===== config.mk =====
export PLATFORM = sky130hd
export DESIGN_NAME = int_trap_ctrl
export DESIGN_NICKNAME = d
export VERILOG_FILES = /design/src/rtl/int_trap_ctrl.sv
export SDC_FILE = /design/constraint.sdc
export NUM_CORES = 1
export LEC_CHECK = 0
export BUFFER_PORTS_ARGS = -buffer_cell sky130_fd_sc_hd__buf_4
export CAP_MARGIN = 20
export CORE_MARGIN = 3
export CORE_UTILIZATION = 40
export DETAILED_ROUTE_END_ITERATION = 8
export PLACE_DENSITY = 0.68
export SLEW_MARGIN = 20
export SYNTH_ARGS = -nofsm -noshare
export SYNTH_HDL_FRONTEND = slang
export SYNTH_SLANG_ARGS = --single-unit

===== constraint.sdc =====
create_clock -name clk -period 2.41 [get_ports clk]
set_clock_uncertainty 0.15 [all_clocks]
set_input_delay 0.1205 -clock clk [delete_from_list [all_inputs] [get_ports clk]]
set_output_delay 0.1205 -clock clk [all_outputs]
set_load 0.005 [all_outputs]

===== src/rtl/int_trap_ctrl.sv =====
// Interrupt / trap controller.
// Edge-detects four level interrupt lines and a single-cycle trap pulse into pending bits.
// It arbitrates at instruction boundaries (trap > irq0 > irq1 > irq2 > irq3) and presents a
// frozen vector to the CPU until it is acknowledged. While a handler runs it masks nesting
// by clearing GIE, and restores GIE on return. Each entry and return drives a one-cycle
// status-bit write.
//
// Ports:
//   clk         rising-edge clock
//   reset_      synchronous active-low reset
//   irq[3:0]    level interrupt sources; a rising edge marks a source pending
//   trap        non-maskable trap request pulse
//   cfg_wr      config write enable; cfg_wdata = {GIE, 3'bx, MASK}
//   instr_done  CPU is at an instruction boundary
//   int_ack     CPU accepted int_vec
//   reti        CPU is returning from the handler
//   int_req     interrupt request to the CPU
//   int_vec     handler address, valid while int_req = 1
//   I_TRP       value for status bit 4
//   I_TRP_en    write strobe for status bit 4
//   cfg_rdata   {GIE, 3'b000, MASK}
//   pending     {trap_pend, irq_pend[3:0]}
module int_trap_ctrl (
  input  logic       clk,
  input  logic       reset_,
  input  logic [3:0] irq,
  input  logic       trap,
  input  logic       cfg_wr,
  input  logic [7:0] cfg_wdata,
  input  logic       instr_done,
  input  logic       int_ack,
  input  logic       reti,
  output logic       int_req,
  output logic [7:0] int_vec,
  output logic       I_TRP,
  output logic       I_TRP_en,
  output logic [7:0] cfg_rdata,
  output logic [4:0] pending
);

  typedef enum logic [1:0] {StIdle, StReq, StService} state_e;

  localparam logic [2:0] SelTrap = 3'd4;

  state_e     state_q, state_d;
  logic [3:0] irq_pend_q, irq_pend_d;
  logic       trap_pend_q, trap_pend_d;
  logic       gie_q, gie_d;
  logic       gie_saved_q, gie_saved_d;
  logic [3:0] mask_q, mask_d;
  logic [2:0] sel_q, sel_d;       // SelTrap or irq index
  logic [3:0] irq_hist_q;
  logic       hist_vld_q;         // low for the first cycle after reset
  logic       trp_en_q, trp_en_d;
  logic       trp_q, trp_d;

  logic [3:0] irq_rise;
  logic [3:0] irq_elig;
  logic       any_elig;
  logic [2:0] sel_pick;

  // Without valid history, lines already high at reset release must not count as edges.
  assign irq_rise = hist_vld_q ? (irq & ~irq_hist_q) : 4'b0000;
  assign irq_elig = {4{gie_q}} & irq_pend_q & mask_q;
  assign any_elig = trap_pend_q | (|irq_elig);

  always_comb begin
    sel_pick = 3'd3;
    if (trap_pend_q)      sel_pick = SelTrap;
    else if (irq_elig[0]) sel_pick = 3'd0;
    else if (irq_elig[1]) sel_pick = 3'd1;
    else if (irq_elig[2]) sel_pick = 3'd2;
  end

  always_comb begin
    state_d     = state_q;
    irq_pend_d  = irq_pend_q;
    trap_pend_d = trap_pend_q;
    gie_d       = gie_q;
    gie_saved_d = gie_saved_q;
    mask_d      = mask_q;
    sel_d       = sel_q;
    trp_en_d    = 1'b0;
    trp_d       = 1'b0;

    if (cfg_wr) begin
      gie_d  = cfg_wdata[7];
      mask_d = cfg_wdata[3:0];
    end

    unique case (state_q)
      StIdle: begin
        if (instr_done && any_elig) begin
          state_d = StReq;
          sel_d   = sel_pick;
        end
      end
      StReq: begin
        if (int_ack) begin
          state_d = StService;
          if (sel_q == SelTrap) trap_pend_d = 1'b0;
          else                  irq_pend_d[sel_q[1:0]] = 1'b0;
          // Ack overrides a coincident GIE write; the saved copy is the pre-write value.
          gie_saved_d = gie_q;
          gie_d       = 1'b0;
          trp_en_d    = 1'b1;
          trp_d       = 1'b1;
        end
      end
      StService: begin
        if (reti) begin
          state_d  = StIdle;
          gie_d    = gie_saved_q;
          trp_en_d = 1'b1;
        end
      end
      default: state_d = StIdle;
    endcase

    // Sets are merged last so a coincident clear of the same bit loses.
    irq_pend_d  = irq_pend_d | irq_rise;
    trap_pend_d = trap_pend_d | trap;
  end

  always_ff @(posedge clk) begin
    if (!reset_) begin
      state_q     <= StIdle;
      irq_pend_q  <= 4'b0000;
      trap_pend_q <= 1'b0;
      gie_q       <= 1'b0;
      gie_saved_q <= 1'b0;
      mask_q      <= 4'b0000;
      sel_q       <= 3'd0;
      irq_hist_q  <= 4'b0000;
      hist_vld_q  <= 1'b0;
      trp_en_q    <= 1'b0;
      trp_q       <= 1'b0;
    end else begin
      state_q     <= state_d;
      irq_pend_q  <= irq_pend_d;
      trap_pend_q <= trap_pend_d;
      gie_q       <= gie_d;
      gie_saved_q <= gie_saved_d;
      mask_q      <= mask_d;
      sel_q       <= sel_d;
      irq_hist_q  <= irq;
      hist_vld_q  <= 1'b1;
      trp_en_q    <= trp_en_d;
      trp_q       <= trp_d;
    end
  end

  always_comb begin
    int_req = 1'b0;
    int_vec = 8'h00;
    if (state_q == StReq) begin
      int_req = 1'b1;
      int_vec = (sel_q == SelTrap) ? 8'hF8 : (8'hF0 + {4'b0000, sel_q[1:0], 1'b0});
    end
  end

  assign I_TRP     = trp_q;
  assign I_TRP_en  = trp_en_q;
  assign cfg_rdata = {gie_q, 3'b000, mask_q};
  assign pending   = {trap_pend_q, irq_pend_q};

endmodule


After elaboration in Yosys (flattened, before gate mapping)
Cells that the tools add are included.
{ "totals": {"elab_cells": 65, "romBits": 0, "out_inout_bits": 24, "reg_bits": 23, "in_bits": 19, "mem_bits_rw": 0, "mem_count": 0, "latch_bits": 0} }
{ "op_classes": {"shifts": 0, "n_lt_le_gt_ge": 2, "add_sub_neg": 1, "div": 0, "muxes": 28, "mul": 0, "n_reduce_logical": 8, "eq_ne": 6, "bitwise": 9} }
{ "ops": {"columns": ["cell", "n"], "rows": [
  ["4-bit AND", 4],
  ["4-bit 2-to-1 mux", 4],
  ["8-bit 2-to-1 mux", 2],
  ["1-bit 2-to-1 mux", 12],
  ["2-bit 2-to-1 mux", 5],
  ["4-bit inverter", 2],
  ["5-bit by 4-bit adder with 6-bit output, first input constant", 1],
  ["2-bit != test, second input constant", 3],
  ["2-bit one-hot mux with 3 select lines", 1],
  ["2-bit AND reduction", 3],
  ["4-bit OR", 1],
  ["1-bit one-hot mux with 2 select lines", 2],
  ["4-bit OR reduction", 1],
  ["3-bit equality test, second input constant", 1],
  ["2-bit by 3-bit less-than comparator with 1-bit output, second input constant", 1],
  ["3-bit 2-to-1 mux", 1],
  ["3-bit AND reduction", 1],
  ["1-bit demux with 2-bit select", 1],
  ["2-bit by 1-bit equality test with 1-bit output, second input constant", 1],
  ["2-bit equality test, second input constant", 1],
  ["2-bit by 1-bit greater-or-equal comparator with 1-bit output, second input constant", 1],
  ["1-bit logical AND", 2],
  ["2-bit zero test", 1],
  ["1-bit OR", 2]
]} }

Longest topological paths before layout
{ "depth": {"word_depth": 10, "ltp_mapped": 6, "mapped_depth_nobuf": 6} }

Worst setup path before layout
OpenSTA, ideal clock, no wires.
{ "synth_path": {"path_type": "flip-flop to flip-flop", "from": "register state_q[1]", "to": "register state_q[1]", "slack_ns": 0.854, "arrival_ns": 1.335, "t_required_ns": 2.188, "stages_incl_launch_ff": 7, "period_less_slack_ns": 1.556, "path_cell_list": "dfxtp_1 -> inv_1 -> ha_1 -> a22oi_4 -> o21ai_2 -> a31oi_2 -> mux2i_1"} }
{ "synth_via": {"elab_chain_cells": 3, "elab_cells_between_ends": 8, "cone_classes": "eq/ne: 5; mux: 1; reduce/logical: 2"} }
{ "synth_lines": {"columns": ["element", "line_no", "rtl"], "rows": [
  ["start: declaration", "45", "state_e state_q, state_d;"],
  ["start signal: assignment", "127", "state_q <= StIdle;"],
  ["start signal: assignment", "139", "state_q <= state_d;"],
  ["2-bit equality test (tied with other cells)", "91", "unique case (state_q)"],
  ["2-bit != test (no line)", null, null],
  ["3-bit AND reduction (no line)", null, null]
]} }
Parallel ways exist; a longest one is shown, timed or not.
A chain may end at the register's enable or synchronous reset.

Worst setup path in the final report
{ "layout_path": {"from": "register state_q[1]", "to": "output port int_vec[1]"} }
{ "layout_via": {"elab_chain_cells": 2} }
{ "layout_lines": {"columns": ["element", "line_no", "rtl"], "rows": [
  ["2-bit by 1-bit equality test with 1-bit output", "156", "if (state_q == StReq) begin"],
  ["8-bit 2-to-1 mux", "156", null],
  ["end: declaration", "34", "output logic [7:0] int_vec,"]
]} }
No other way between the ends.

==> results.sh <==
export IMPL_grt_pass1_vias=882
export IMPL_r2r_slack_ns=0.62
export IMPL_portBuffers=35
export IMPL_crit_fanout=14
export IMPL_grt_ovfl_total=0
export IMPL_hold_viol_final=0
export IMPL_crit_path_end="int_vec[1]"
export IMPL_worst_path_max_delay_cell="ha_1"
export IMPL_ant_nets=0
export IMPL_drt_pass1_iter_count=4
export IMPL_cp_top_family="adder cells"
export IMPL_htreeDepth=1
export IMPL_grt_max_degree=26
export IMPL_initial_core_util_pct=43.17
export IMPL_fmax_mhz=537.2
export IMPL_reg2reg_from="state_q[1]"
export IMPL_rsz0062_at_grt="no"
export IMPL_busiest_layer="met2"
export IMPL_clkTransAtPathRegs_ns=0.13
export IMPL_vdd_drop_max_v=0.0003677
export IMPL_met1_usage_pct=19.49
export IMPL_critical_path_max_stage_delay_ns=0.47
export IMPL_hold_class="primary input to register"
export IMPL_post_route_period_util_pct=77.24
export IMPL_p_leak_uw=0.0006610
export IMPL_via_count=925
export IMPL_use_met2_pct=24.88
export IMPL_finalSetupTns_ns=0
export IMPL_status="finished, final reports clean"
export IMPL_max_slew_margin_pct=66.32
export IMPL_ys_ff_latch=23
export IMPL_critPathArrivalTime_ns=1.59
export IMPL_drc=0
export IMPL_layout_nets=183
export IMPL_wl_mm=2.432
export IMPL_worstMarginPinSlew_ns=0.5052
export IMPL_use_met3_pct=2.412
export IMPL_syn_inst=116
export IMPL_layout_common_cells="buf_4, dfxtp_1, dlygate4sd3_1"
export IMPL_globalRouteTotalUtil_pct=15.13
export IMPL_p_per_area_mw_per_mm2=502.2
export IMPL_end_kind="output port"
export IMPL_layout_commonest_cell="buf_4"
export IMPL_cp_required_ns=2.14
export IMPL_syn_area_per_cell_um2=9.470
export IMPL_die_w_um=58.41
export IMPL_clk_latency_ns=0.31
export IMPL_rr_endpoint="irq_pend_q[2]"
export IMPL_hold_depth=3
export IMPL_antenna_cells=0
export IMPL_ys_types=32
export IMPL_ys_warn_count=0
export IMPL_drv_slew=0
export IMPL_rows=18
export IMPL_drt_first_iter_violations=19
export IMPL_wire_per_inst_um=12.80
export IMPL_cts_resized=0
export IMPL_finalCriticalPeriod_ns=1.862
export IMPL_antenna_found_initial=0
export IMPL_cp_startpoint="state_q[1]"
export IMPL_io_pins=43
export IMPL_die_area_mm2=0.003411
export IMPL_hold_ws_ns=0.009204
export IMPL_cp_start_kind="register"
export IMPL_area_growth_pct=36.45
export IMPL_syn_area_mm2=0.001099
export IMPL_die_y_um=58.41
export IMPL_maxCapViolCount=0
export IMPL_cts_tree="done"
export IMPL_path_depth=4
export IMPL_critical_path_buf_inv_count=2
export IMPL_criticalPathCategory="register to output port"
export IMPL_cts_sinks=23
export IMPL_setup_viol=0
export IMPL_cts_buffers=3
export IMPL_drive_gt1_share_pct=28.13
export IMPL_grt_pass1_wl_mm=3.995
export IMPL_cts_root_buf="clkbuf_4"
export IMPL_yosysSeqAreaShare_pct=41.91
export IMPL_place_congestion=0.7281
export IMPL_clk_path_buf_depth=2
export IMPL_cp_cell_sequence="inv_1, ha_1, and2_1, buf_4"
export IMPL_vias_per_cell=4.868
export IMPL_core_mm2=0.002545
export IMPL_rr_worst_depth=6
export IMPL_place_hpwl_mm=1.713
-- final cells by class --
cell class	count	area, um^2
flip-flops and latches	23	460.4
fillers	225	1046
inverters	6	22.52
clock buffers	4	26.28
repair buffers	50	412.9
multi-input cells	77	539.3
well taps	30	37.54
-- cells in the mapped netlist, drive strengths merged --
cell type	count	area, um^2
buf	11	80.07
nand4	1	6.260
conb	1	3.750
inv	6	22.52
nand2b	1	6.260
ha	3	37.54
a22oi	1	21.27
a21boi	3	22.52
o21ai	5	28.78
nand3	3	15.01
a31oi	1	12.51
a21oi	6	45.05
clkbuf	2	7.510
o41ai	1	8.760
a22o	2	17.52
nor2	1	3.750
and3	2	12.51
nand2	12	47.55
a32oi	1	8.760
dfxtp	23	460.4
a41oi	1	8.760
nand3b	2	15.01
and2	7	43.79
a32o	1	10.01
nor2b	10	62.56
mux2i	9	90.09
-- metrics by stage --
step | setup slack (ns) | util, % | total power, uW | std cells | cell area [um^2]
3_5_place_dp | 0.5947 | 51.97 | 561.8 | 171 | 1323
6_report | 0.5484 | 58.90 | 752.8 | 190 | 1499
2_1_floorplan | 0.8538 | - | 510.5 | 119 | 1110
4_1_cts | 0.5117 | 58.90 | 762.4 | 190 | 1499
3_3_place_gp | 0.6723 | 51.97 | 557.6 | 171 | 1323
5_1_grt | 0.4009 | 58.90 | 792.4 | 190 | 1499
-- state kept, by name (all words and copies together), names as in the netlist --
register / count
hist_vld_q: 1
I_TRP: 1
gie_q: 1
I_TRP_en: 1
mask_q: 4
trap_pend_q: 1
irq_pend_q: 4
irq_hist_q: 4
gie_saved_q: 1
state_q: 2
sel_q: 3
-- power by group --
part | leakage, uW | switching, uW | internal [uW]
logic | 0.000457 | 63.9 | 89.6
clock network | 0.0000150 | 114 | 64.6
registers | 0.000189 | 20.0 | 401
-- repair_timing --
action / CTS / global route
buffers inserted: 0 / 0
hold endpoints to repair: 16 / 0
hold buffers: 15 / 0
-- logic make-up after synthesis --
logic type / synth area share [%]
buffers and inverters: 10.02
and+or+nand+nor: 19.36
adders and majority gates: 3.417
other: 0.3414
muxes: 8.201
DFF: 41.91
AOI/OAI and AO/OA: 16.74
-- how the worst min path moves through the flow --
stage            from             to  slack [ns]
2_1_floorplan  reset_     hist_vld_q      -0.002
3_3_place_gp   irq[2]  irq_hist_q[2]        0.18
3_5_place_dp   irq[1]  irq_hist_q[1]        0.19
4_1_cts        cfg_wr      mask_q[3]       0.004
5_1_grt        cfg_wr      mask_q[3]        0.01
6_report       cfg_wr      mask_q[3]       0.009
-- worst reg2reg max path: cells and delay by family, from the launching register on --
kind | cells | cell delay [ns]
fa+ha+maj | 1 | 0.47
compound gates | 2 | 0.29
flops | 1 | 0.35
simple gates | 2 | 0.36
buf+inv | 1 | 0.08
-- layer usage --
layer | up-vias | wire length (um)
met5 | - | 0
met2 | 31 | 1193
li1 | 468 | -
met1 | 420 | 1044
met3 | 6 | 148
met4 | 0 | 46
(Power assumes the default switching activity.)
